`src/rtl/cnu_min_sched_pkg.sv`:
```
// Shared constants and state encoding for the serial check-node min scheduler.
package cnu_min_sched_pkg;

  localparam int W       = 5;
  localparam int MAX_DEG = 24;
  localparam int IDXW    = 5;
  localparam int MAGW    = W - 1;
  localparam int LANES   = 8;
  localparam int BEATW   = IDXW - 3;

  localparam logic [MAGW-1:0] MAG_ONES = '1;

  typedef enum logic [1:0] {
    IDLE  = 2'd0,
    ACCUM = 2'd1,
    DONE  = 2'd2
  } state_t;

endpackage

```
`src/rtl/cnu_min_sched_if.sv`:
```
// Row-start, beat-stream and result handshake bundle of the check-node scheduler.
interface cnu_min_sched_if;
  import cnu_min_sched_pkg::*;

  logic                start;
  logic [IDXW-1:0]     deg;
  logic                in_valid;
  logic                in_ready;
  logic [LANES*W-1:0]  in_data;
  logic                out_valid;
  logic                out_ready;
  logic [MAGW-1:0]     min1;
  logic [MAGW-1:0]     min2;
  logic [IDXW-1:0]     min1_idx;
  logic                sgn_prod;
  logic                busy;

  modport master (
    output start, deg, in_valid, in_data, out_ready,
    input  in_ready, out_valid, min1, min2, min1_idx, sgn_prod, busy
  );

  modport slave (
    input  start, deg, in_valid, in_data, out_ready,
    output in_ready, out_valid, min1, min2, min1_idx, sgn_prod, busy
  );

endinterface

```
`src/rtl/cnu_min_sched_tree.sv`:
```
// 8-input min tree: returns smallest and second-smallest magnitude plus the lane of
// the smallest; on ties the lower lane wins.
module min_sum_tree_8 #(
  parameter int nob = 3
) (
  input  logic [8*(nob+1)-1:0] mag,
  output logic [nob:0]         cm1,
  output logic [nob:0]         cm2,
  output logic [2:0]           ci
);

  localparam int M = nob + 1;

  function automatic logic [M-1:0] min_of(input logic [M-1:0] x, input logic [M-1:0] y);
    return (y < x) ? y : x;
  endfunction

  logic [M-1:0] l1_m1 [4];
  logic [M-1:0] l1_m2 [4];
  logic [2:0]   l1_i  [4];
  logic [M-1:0] l2_m1 [2];
  logic [M-1:0] l2_m2 [2];
  logic [2:0]   l2_i  [2];
  logic         l3_take_b;

  for (genvar g = 0; g < 4; g++) begin : g_l1
    logic [M-1:0] a, b;
    assign a        = mag[(2*g)*M +: M];
    assign b        = mag[(2*g+1)*M +: M];
    assign l1_m1[g] = (b < a) ? b : a;
    assign l1_m2[g] = (b < a) ? a : b;
    assign l1_i[g]  = (b < a) ? 3'(2*g+1) : 3'(2*g);
  end

  // The right-hand pair only wins on a strict less-than, keeping the lowest lane on ties.
  for (genvar g = 0; g < 2; g++) begin : g_l2
    logic take_b;
    assign take_b   = l1_m1[2*g+1] < l1_m1[2*g];
    assign l2_m1[g] = take_b ? l1_m1[2*g+1] : l1_m1[2*g];
    assign l2_i[g]  = take_b ? l1_i[2*g+1]  : l1_i[2*g];
    assign l2_m2[g] = take_b ? min_of(l1_m1[2*g], l1_m2[2*g+1])
                             : min_of(l1_m2[2*g], l1_m1[2*g+1]);
  end

  assign l3_take_b = l2_m1[1] < l2_m1[0];
  assign cm1 = l3_take_b ? l2_m1[1] : l2_m1[0];
  assign ci  = l3_take_b ? l2_i[1]  : l2_i[0];
  assign cm2 = l3_take_b ? min_of(l2_m1[0], l2_m2[1]) : min_of(l2_m2[0], l2_m1[1]);

endmodule

```
`src/rtl/cnu_min_sched.sv`:
```
// Serial check-node scheduler: folds 8-lane beats of one row into running
// min1/min2/min1 index and sign parity for the layered min-sum decoder.
module cnu_min_sched
  import cnu_min_sched_pkg::*;
(
  input  logic            clk,
  input  logic            rst_n,
  cnu_min_sched_if.slave  bus
);

  state_t             state, next_state;
  logic [IDXW-1:0]    deg_q;
  logic [BEATW-1:0]   last_beat;
  logic [BEATW-1:0]   beat;
  logic [MAGW-1:0]    run_min1, run_min2;
  logic [IDXW-1:0]    run_idx;
  logic               run_sgn;

  logic [IDXW-1:0]    deg_eff;
  logic               row_start;
  logic               accept;
  logic [LANES*MAGW-1:0] masked_mag;
  logic               lane_sgn;
  logic [MAGW-1:0]    cm1, cm2;
  logic [2:0]         ci;

  assign deg_eff   = (bus.deg > IDXW'(MAX_DEG)) ? IDXW'(MAX_DEG) : bus.deg;
  assign row_start = (state == IDLE) && bus.start && (bus.deg != '0);
  assign accept    = (state == ACCUM) && bus.in_valid;

  always_ff @(posedge clk or negedge rst_n) begin
    if (!rst_n) state <= IDLE;
    else        state <= next_state;
  end

  always_comb begin
    next_state = state;
    case (state)
      IDLE:    if (row_start) next_state = ACCUM;
      ACCUM:   if (accept && beat == last_beat) next_state = DONE;
      DONE:    if (bus.out_ready) next_state = IDLE;
      default: next_state = IDLE;
    endcase
  end

  // Lanes past the row degree must neither win the min nor flip the parity.
  always_comb begin
    masked_mag = '0;
    lane_sgn   = 1'b0;
    for (int k = 0; k < LANES; k++) begin
      if ({beat, 3'(k)} < deg_q) begin
        masked_mag[k*MAGW +: MAGW] = bus.in_data[k*W +: MAGW];
        lane_sgn = lane_sgn ^ bus.in_data[k*W + W - 1];
      end else begin
        masked_mag[k*MAGW +: MAGW] = MAG_ONES;
      end
    end
  end

  min_sum_tree_8 #(.nob(W - 2)) u_tree (
    .mag (masked_mag),
    .cm1 (cm1),
    .cm2 (cm2),
    .ci  (ci)
  );

  always_ff @(posedge clk or negedge rst_n) begin
    if (!rst_n) begin
      deg_q     <= '0;
      last_beat <= '0;
      beat      <= '0;
      run_min1  <= MAG_ONES;
      run_min2  <= MAG_ONES;
      run_idx   <= '0;
      run_sgn   <= 1'b0;
    end else if (row_start) begin
      deg_q     <= deg_eff;
      last_beat <= BEATW'((deg_eff - IDXW'(1)) >> 3);
      beat      <= '0;
      run_min1  <= MAG_ONES;
      run_min2  <= MAG_ONES;
      run_idx   <= '0;
      run_sgn   <= 1'b0;
    end else if (accept) begin
      // Strict compare so an earlier beat keeps min1 on a tie.
      if (cm1 < run_min1) begin
        run_min2 <= (cm2 < run_min1) ? cm2 : run_min1;
        run_min1 <= cm1;
        run_idx  <= {beat, ci};
      end else begin
        run_min2 <= (cm1 < run_min2) ? cm1 : run_min2;
      end
      run_sgn <= run_sgn ^ lane_sgn;
      if (beat != last_beat) beat <= beat + BEATW'(1);
    end
  end

  assign bus.in_ready  = (state == ACCUM);
  assign bus.out_valid = (state == DONE);
  assign bus.busy      = (state != IDLE);
  assign bus.min1      = run_min1;
  assign bus.min2      = run_min2;
  assign bus.min1_idx  = run_idx;
  assign bus.sgn_prod  = run_sgn;

endmodule

```
`src/flat_wrapper.sv`:
```
// flat-port wrapper written by rule: the top's interface ports become plain ports
module cnu_min_sched_flat import cnu_min_sched_pkg::*;
  (clk, rst_n, bus_start, bus_deg, bus_in_valid, bus_in_data, bus_out_ready, bus_in_ready, bus_out_valid, bus_min1, bus_min2, bus_min1_idx, bus_sgn_prod, bus_busy);
  cnu_min_sched_if bus_i ();
  input  logic clk;
  input  logic rst_n;
  input wire logic [$bits(bus_i.start)-1:0] bus_start;
  input wire logic [$bits(bus_i.deg)-1:0] bus_deg;
  input wire logic [$bits(bus_i.in_valid)-1:0] bus_in_valid;
  input wire logic [$bits(bus_i.in_data)-1:0] bus_in_data;
  input wire logic [$bits(bus_i.out_ready)-1:0] bus_out_ready;
  output wire logic [$bits(bus_i.in_ready)-1:0] bus_in_ready;
  output wire logic [$bits(bus_i.out_valid)-1:0] bus_out_valid;
  output wire logic [$bits(bus_i.min1)-1:0] bus_min1;
  output wire logic [$bits(bus_i.min2)-1:0] bus_min2;
  output wire logic [$bits(bus_i.min1_idx)-1:0] bus_min1_idx;
  output wire logic [$bits(bus_i.sgn_prod)-1:0] bus_sgn_prod;
  output wire logic [$bits(bus_i.busy)-1:0] bus_busy;
  assign bus_i.start = bus_start;
  assign bus_i.deg = bus_deg;
  assign bus_i.in_valid = bus_in_valid;
  assign bus_i.in_data = bus_in_data;
  assign bus_i.out_ready = bus_out_ready;
  assign bus_in_ready = bus_i.in_ready;
  assign bus_out_valid = bus_i.out_valid;
  assign bus_min1 = bus_i.min1;
  assign bus_min2 = bus_i.min2;
  assign bus_min1_idx = bus_i.min1_idx;
  assign bus_sgn_prod = bus_i.sgn_prod;
  assign bus_busy = bus_i.busy;
  cnu_min_sched u_core (.clk(clk), .rst_n(rst_n), .bus(bus_i));
endmodule
```
`config.mk`:
```
export PLATFORM = sky130hd
export DESIGN_NAME = cnu_min_sched_flat
export DESIGN_NICKNAME = d
export VERILOG_FILES = /design/src/rtl/cnu_min_sched_pkg.sv /design/src/rtl/cnu_min_sched_if.sv /design/src/rtl/cnu_min_sched_tree.sv /design/src/rtl/cnu_min_sched.sv /design/src/flat_wrapper.sv
export SDC_FILE = /design/constraint.sdc
export NUM_CORES = 1
export LEC_CHECK = 0
export CELL_PAD_IN_SITES_DETAIL_PLACEMENT = 1
export CELL_PAD_IN_SITES_GLOBAL_PLACEMENT = 2
export CORE_MARGIN = 1
export CORE_UTILIZATION = 33
export CTS_BUF_LIST = sky130_fd_sc_hd__clkbuf_4
export DETAILED_ROUTE_END_ITERATION = 7
export PLACE_DENSITY = 0.86
export SYNTH_ARGS = -nofsm -noshare
export SYNTH_HDL_FRONTEND = slang
export SYNTH_HIERARCHICAL = 1
export SYNTH_SLANG_ARGS = --single-unit
export TNS_END_PERCENT = 50
```
`constraint.sdc`:
```
create_clock -name clk -period 10 [get_ports clk]
set_clock_uncertainty 0.1 [all_clocks]
set_input_delay 3 -clock clk [delete_from_list [all_inputs] [get_ports clk]]
set_output_delay 3 -clock clk [all_outputs]
set_load 0.01 [all_outputs]
```
Word-level counts from Yosys, hierarchy flattened
Index checks and enable logic that the tools add are counted.
{ "word_totals": {"input_bits": 50, "latch_bits": 0, "romBits": 0, "regBits": 25, "n_memories": 0, "wordCells": 129, "ram_bits": 0, "output_inout_bits": 17} }
{ "op_classes": {"shifts": 0, "n_eq_ne": 7, "n_mul": 0, "mux": 64, "n_reduce_logical": 15, "add_sub_neg": 2, "n_bitwise": 8, "div_mod_pow": 0, "order_cmp": 25} }
{ "ops": {"columns": ["operator", "n"], "rows": [
  ["$mux 4", 36],
  ["$lt 4x4->1", 16],
  ["$lt 5x5->1", 8],
  ["$mux 5", 4],
  ["$mux 2", 8],
  ["$mux 1", 14],
  ["$reduce_bool 2->1", 4],
  ["$xor 1x1->1", 8],
  ["$pmux 2 s3", 1],
  ["$reduce_and 2->1", 3],
  ["$gt 5x5->1 const B", 1],
  ["$reduce_bool 5->1", 1],
  ["$sub 5x1->5 const B", 1],
  ["$logic_and 1x1->1", 4],
  ["$ne 2x1->1 const B", 2],
  ["$mux 3", 1],
  ["$reduce_and 3->1", 1],
  ["$reduce_bool 3->1", 1],
  ["$add 2x1->2 const B", 1],
  ["$eq 2x1->1 const B", 1],
  ["$eq 2x2->1", 1],
  ["$eq 2x2->1 const B", 1],
  ["$logic_not 2->1", 1],
  ["$ne 2x2->1", 1],
  ["$ne 2x2->1 const B", 1]
]} }

Longest topological paths before layout
Gate-level depths: netlist of the first run.
{ "depth": {"ltp_word": 19, "ltp_mapped": 35, "ltp_nobuf": 35} }

Hierarchy
The synthesis of the first run kept the hierarchy.
{ "modules_own_cells": {"columns": ["module", "seq_area_each_um2", "cells_per_inst", "n_inst", "area_each_um2"], "rows": [
  ["min_sum_tree_8", 0.0, 298, 1, 2322.2],
  ["cnu_min_sched", 635.6, 227, 1, 1894.3]
]} }

Worst setup path after synthesis of the first run
No wires, ideal clock.
{ "synth_path": {"path_type": "input-to-reg", "start": "input port bus_in_data[32]", "end": "register u_core.run_min2[0] (netlist: u_core/bus.min2[0])", "path_stages": 29, "setup_slack_ns": 1.309, "path_buffers": 1, "arrival_time_ns": 8.501, "setup_time_ns": 0.090, "t_required_ns": 9.810, "cell_sequence": "or2_2 > inv_1 > ha_1 > o21ba_2 > or2_2 > and2_4 > buf_6 > mux2_2 > ha_1 > o21ba_2 > nor2_1 > or4_1 > o2111a_1 > or2_2 > a21oi_1 > or2_1 > ha_1 > o21ai_0 > nand2b_1 > a21oi_1 > a31oi_1 > a211oi_1 > a2bb2oi_1 > ha_1 > a21o_1 > a21o_1 > a21oi_1 > mux2i_1 > o211ai_1"} }
{ "synth_between": {"elab_chain_cells": 14, "word_cells_on_any_way": 28, "cone_classes": "order compare (10); mux (16); reduce/logical (2)"} }
{ "synth_lines": {"columns": ["item", "line", "text"], "rows": [
  ["start, declared", "flat_wrapper.sv:10", "input wire logic [$bits(bus_i.in_data)-1:0] bus_in_data;"],
  ["$mux 4 *", "cnu_min_sched.sv:51", "if ({beat, 3'(k)} < deg_q) begin"],
  ["$lt 4x4->1", "cnu_min_sched_tree.sv:30, cnu_min_sched_tree.sv:31", null],
  ["$mux 4, on equally long branches", "cnu_min_sched_tree.sv:30, cnu_min_sched_tree.sv:31", null],
  ["$lt 4x4->1", "cnu_min_sched_tree.sv:15", "return (y < x) ? y : x;"],
  ["$mux 4", "cnu_min_sched_tree.sv:15", null],
  ["$mux 4", "cnu_min_sched_tree.sv:41", "assign l2_m2[g] = take_b ? min_of(l1_m1[2*g], l1_m2[2*g+1])"],
  ["$lt 4x4->1", "cnu_min_sched_tree.sv:15", null],
  ["$mux 4", "cnu_min_sched_tree.sv:15", null],
  ["$mux 4 *", "cnu_min_sched_tree.sv:48", "assign cm2 = l3_take_b ? min_of(l2_m1[0], l2_m2[1]) : min_of(l2_m2[0], l2_m1[1]);"],
  ["via u_core.cm2[1]", "cnu_min_sched.sv:24", "logic [MAGW-1:0] cm1, cm2;"],
  ["$lt 4x4->1 *", "cnu_min_sched.sv:87", "run_min2 <= (cm2 < run_min1) ? cm2 : run_min1;"],
  ["$mux 4 *", "cnu_min_sched.sv:87", null],
  ["$mux 4 *", "cnu_min_sched.sv:86", "if (cm1 < run_min1) begin"],
  ["$mux 4 *", "cnu_min_sched.sv:84", "end else if (accept) begin"],
  ["$mux 4 *", "cnu_min_sched.sv:76", "end else if (row_start) begin"],
  ["end signal, assigned", "cnu_min_sched.sv:87", null],
  ["end signal, assigned", "cnu_min_sched.sv:91", "run_min2 <= (cm1 < run_min2) ? cm1 : run_min2;"],
  ["end, declared", "cnu_min_sched.sv:15", "logic [MAGW-1:0] run_min1, run_min2;"]
]} }
The timed path passes the listed nets; every way through them passes the cells marked *. The select of a mux whose other input is x is not followed.
A chain may end at the register's enable or synchronous reset.

Final worst setup path of the first run
{ "layout_path": {"start": "input port bus_in_data[17]", "end": "register u_core.run_idx[3] (netlist: u_core/bus.min1_idx[3])"} }
{ "layout_between": {"elab_chain_cells": 10} }
{ "layout_lines": {"columns": ["item", "line", "text"], "rows": [
  ["$mux 4 *", "cnu_min_sched.sv:51", null],
  ["via u_core.masked_mag[14]", "cnu_min_sched.sv:22", "logic [LANES*MAGW-1:0] masked_mag;"],
  ["$lt 4x4->1", "cnu_min_sched_tree.sv:30", "assign l1_m1[g] = (b < a) ? b : a;"],
  ["$mux 4 *", "cnu_min_sched_tree.sv:30", null],
  ["$lt 4x4->1", "cnu_min_sched_tree.sv:38", "assign take_b = l1_m1[2*g+1] < l1_m1[2*g];"],
  ["$mux 4 *", "cnu_min_sched_tree.sv:39", "assign l2_m1[g] = take_b ? l1_m1[2*g+1] : l1_m1[2*g];"],
  ["$lt 4x4->1", "cnu_min_sched_tree.sv:45", "assign l3_take_b = l2_m1[1] < l2_m1[0];"],
  ["$mux 4 *", "cnu_min_sched_tree.sv:46", "assign cm1 = l3_take_b ? l2_m1[1] : l2_m1[0];"],
  ["via u_core.cm1[1]", "cnu_min_sched.sv:24", null],
  ["$lt 4x4->1 *", "cnu_min_sched.sv:86", null],
  ["$reduce_bool 2->1 (no source line) *", null, null],
  ["$reduce_and 2->1 (no source line) *", null, null],
  ["end signal, assigned", "cnu_min_sched.sv:89", "run_idx <= {beat, ci};"],
  ["end, declared", "cnu_min_sched.sv:16", "logic [IDXW-1:0] run_idx;"]
]} }
The timed path passes the listed nets; every way through them passes the cells marked *.

==> reports/qor.yml, run 1 <==
post_cts.repair.setup_buffers: 0
number_of_synthesized_flops_with_an_enable_pin: 0
wire_length_of_the_first_global_routing_pass_um: 20500
worstSetupPathType: "in2reg"
ys_ff_latch: 25
first_global_vias: 4353
route.antenna.remaining_nets: 0
worst_path_dominant_cell_family: "simple AND/OR/NAND/NOR gates"
cts.root.buffer_cell: "sky130_fd_sc_hd__clkbuf_4"
setup.worst_path.start_class: "primary input"
yosys.cell_count.top_type: "sky130_fd_sc_hd__ha_1"
multi_input_comb_area_mm2: 0.00332
share_of_post_route_cells_with_drive_strength_above_1_pct: 11.0
sum_neg_setup_slack_ns: 0
crit_path_max_incr_delay_ns: 0.45
post-route-drc-count: 0
ctsResizeCount: 0
layout_worst_path_cycle_share_pct: 94.3
cp_cell_sequence: "clkdlybuf4s50_1 -> or2_2 -> ha_1 -> or3_1 -> o22a_1 -> mux2i_1 -> inv_1 -> ha_1 -> or3_1 -> o31ai_2 -> mux2i_1 -> inv_1 -> ha_1 -> o21ai_1 -> a21oi_2 -> nor2_4 -> mux2i_1 -> ha_1 -> a21o_1 -> a21o_1 -> a21oi_1 -> nand2_1 -> nand3_1 -> o21ai_0"
drv_cap: 0
final_nets: 707
cpMaxStageDelayCell: "sky130_fd_sc_hd__mux2i_1"
report.final.setup_viol: 0
detail_route.vias_per_cell: 5.41
synth_top_cells_by_count: "65 x sky130_fd_sc_hd__ha_1, 57 x sky130_fd_sc_hd__inv_1, 43 x sky130_fd_sc_hd__nand2_1"
tritoncts: "yes"
clkLatencyLatePin_ns: 0.33
detailedRoute.firstIterationViolations: 185
syn_nets: 640
result_of_the_run: "finished, final reports clean"
sequential_cell_area_um2: 636
cts.path.max_buffers: 2
final-hold-violation-count: 0
endpoint_kind: "register"
worst_slew_pin_slew_ns: 1.20
worst_hold_path_type: "reg2reg"
floorplan.die_area_mm2: 0.0132
share_of_flip_flops_with_an_asynchronous_set_or_reset_after_synthesis_pct: 100
post-synth-top-area-cell: "sky130_fd_sc_hd__ha_1"
synth-seq-area-share_pct: 15.1
dominantRegCellSynth: "sky130_fd_sc_hd__dfrtp_1"
io_pins: 67
critical_path_peak_fanout: 16
max_transition_viols_final: 0
synthToLayoutAreaGrowth_pct: 21.1
fmaxAchievable_mhz: 106
ranking_of_synthesized_cells_by_area: "sky130_fd_sc_hd__ha_1 19%, sky130_fd_sc_hd__dfrtp_1 10%, sky130_fd_sc_hd__mux2i_1 6.9%, sky130_fd_sc_hd__inv_1 5.1%, sky130_fd_sc_hd__dfstp_2 5.0%"
ctsHoldBuffers: 0
gpl_congestion: 0.823
grt_max_degree: 26
worst-path-buf-inv: 3
yosysWarningCount: 6
rows: 40
groute.usage.overall_pct: 19.1
fillers: 1498
ctsHtreeMaxLevel: 1
core_area_mm2: 0.0122
die-height_um: 115
detailedRoute.firstPassIterationCount: 4
synth_cell_types: 76
sum_of_routed_wire_length_over_all_layers_um: 12400
syn_area_mm2: 0.00422
initial_antenna_violation_count: 0
tritoncts.num_buffers: 3
grt.overflow.total: 0
crit_path_frequent_cell: "sky130_fd_sc_hd__ha_1"
die-width_um: 115
synth_area_per_cell_um2: 8.03
worst_ep_arrival_time_ns: 9.54
worst_ep_required_time_ns: 10.11
clock_sink_count: 25
grt_setup_unrepaired: "no"
cts.clk_slew.worst_paths_ns: 0.16
postSynthCellCount: 525
wl_per_cell_um: 16.3
dpl.hpwl_um: 10700
via_count: 4108
initial_utilization_pct: 34.5
post-route-min-period_ns: 9.43
worst_slew_margin_rel_pct: 19.4
port_buffers: 66
synth_top_area_share_pct: 19.3
routing by layer:
layer  track usage (%)  vias up  wire [µm]
li1                  -     2040          -
met1              23.3     1994       5570
met2              37.0       64       6390
met3              1.48       10        285
met4              2.34        0        112
met5                 0        -          0
path summary, 6_finish.rpt:
path,startpoint,to,slack (ns),cells past startpoint
setup / recovery,bus_in_data[17],u_core/bus.min1_idx[3],0.57,24
hold / removal,u_core/bus.sgn_prod,u_core/bus.sgn_prod,0.41,1
setup reg to reg,u_core/beat[1],u_core/bus.min1_idx[3],1.64,29
hold reg to reg,u_core/bus.sgn_prod,u_core/bus.sgn_prod,0.41,1
max in group asynchronous,rst_n,u_core/bus.min1[3],6.59,2
min in group asynchronous,rst_n,u_core/bus.min1_idx[1],2.92,2
registers in the layout, summed over array words and instances, names as in the netlist:
signal	count
u_core/state	2
u_core/beat	2
u_core/bus.min1	4
u_core/last_beat	2
u_core/bus.sgn_prod	1
u_core/bus.min1_idx	5
u_core/bus.min2	4
u_core/deg_q	5
stage by stage:
stage               hold slack, ns  utilization, %  worst slack [ns]  cells  area, µm²
finish                       0.408            41.8             0.571    760       5110
global route                 0.425            41.8            0.0360    759       5100
CTS                          0.409            41.8             0.552    759       5100
detailed placement           0.382            41.6             0.143    755       5070
global placement             0.372            41.6             0.548    755       5070
floorplan                    0.354               -              1.31    525       4220
logic make-up after synthesis:
group | synth area share (%)
AOI/OAI and AO/OA | 27.3
xor gates and xnor gates | 1.78
adders and majority gates | 19.3
buffers and inverters | 6.08
DFF | 15.1
muxes | 9.29
and+or+nand+nor | 21.2
layout make-up:
class                      count  area share [%]
multi-input combinational    435            65.1
timing repair buffer          70            13.5
sequential                    25            12.4
inverter                      57            4.19
tap                          168            4.12
clock buffer                   3           0.441
clock inverter                 1           0.147
antenna                        1          0.0490
placed cells by master, fill, tap and decap left out, drive strengths merged, types with 4 or more instances in the layout:
cell type      count
a21oi             30
o21a               7
o21ba              5
nor2b              4
nor2              27
a21boi             4
a31oi              7
buf                4
mux2i             29
mux2               9
nand2b            27
o21ai             30
or2               23
o22a               4
a21o              14
ha                65
nand3             16
dfstp              8
or3                5
o211ai            10
and2               5
clkdlybuf4s50     66
inv               57
dfrtp             17
a211oi            11
nand2             43
Power of run 1 is not shown: default switching activity piles up to over one toggle a cycle in this logic, so the estimate is an artifact.
==> run 2: changes to the inputs <==
- ABC_CLOCK_PERIOD_IN_PS: unset -> 10000
- SKIP_LAST_GASP: unset -> 1
==> results of run 2 <==
No change in the layout: final DEF, timing and power equal those of run 1.
Power of run 2 is left out for the same reason.
==> run 3: changes to the inputs <==
- CORE_MARGIN: 1 -> unset
==> results of run 3 <==
No change in the layout: final DEF, timing and power equal those of run 1.
Power of run 3 is left out for the same reason.
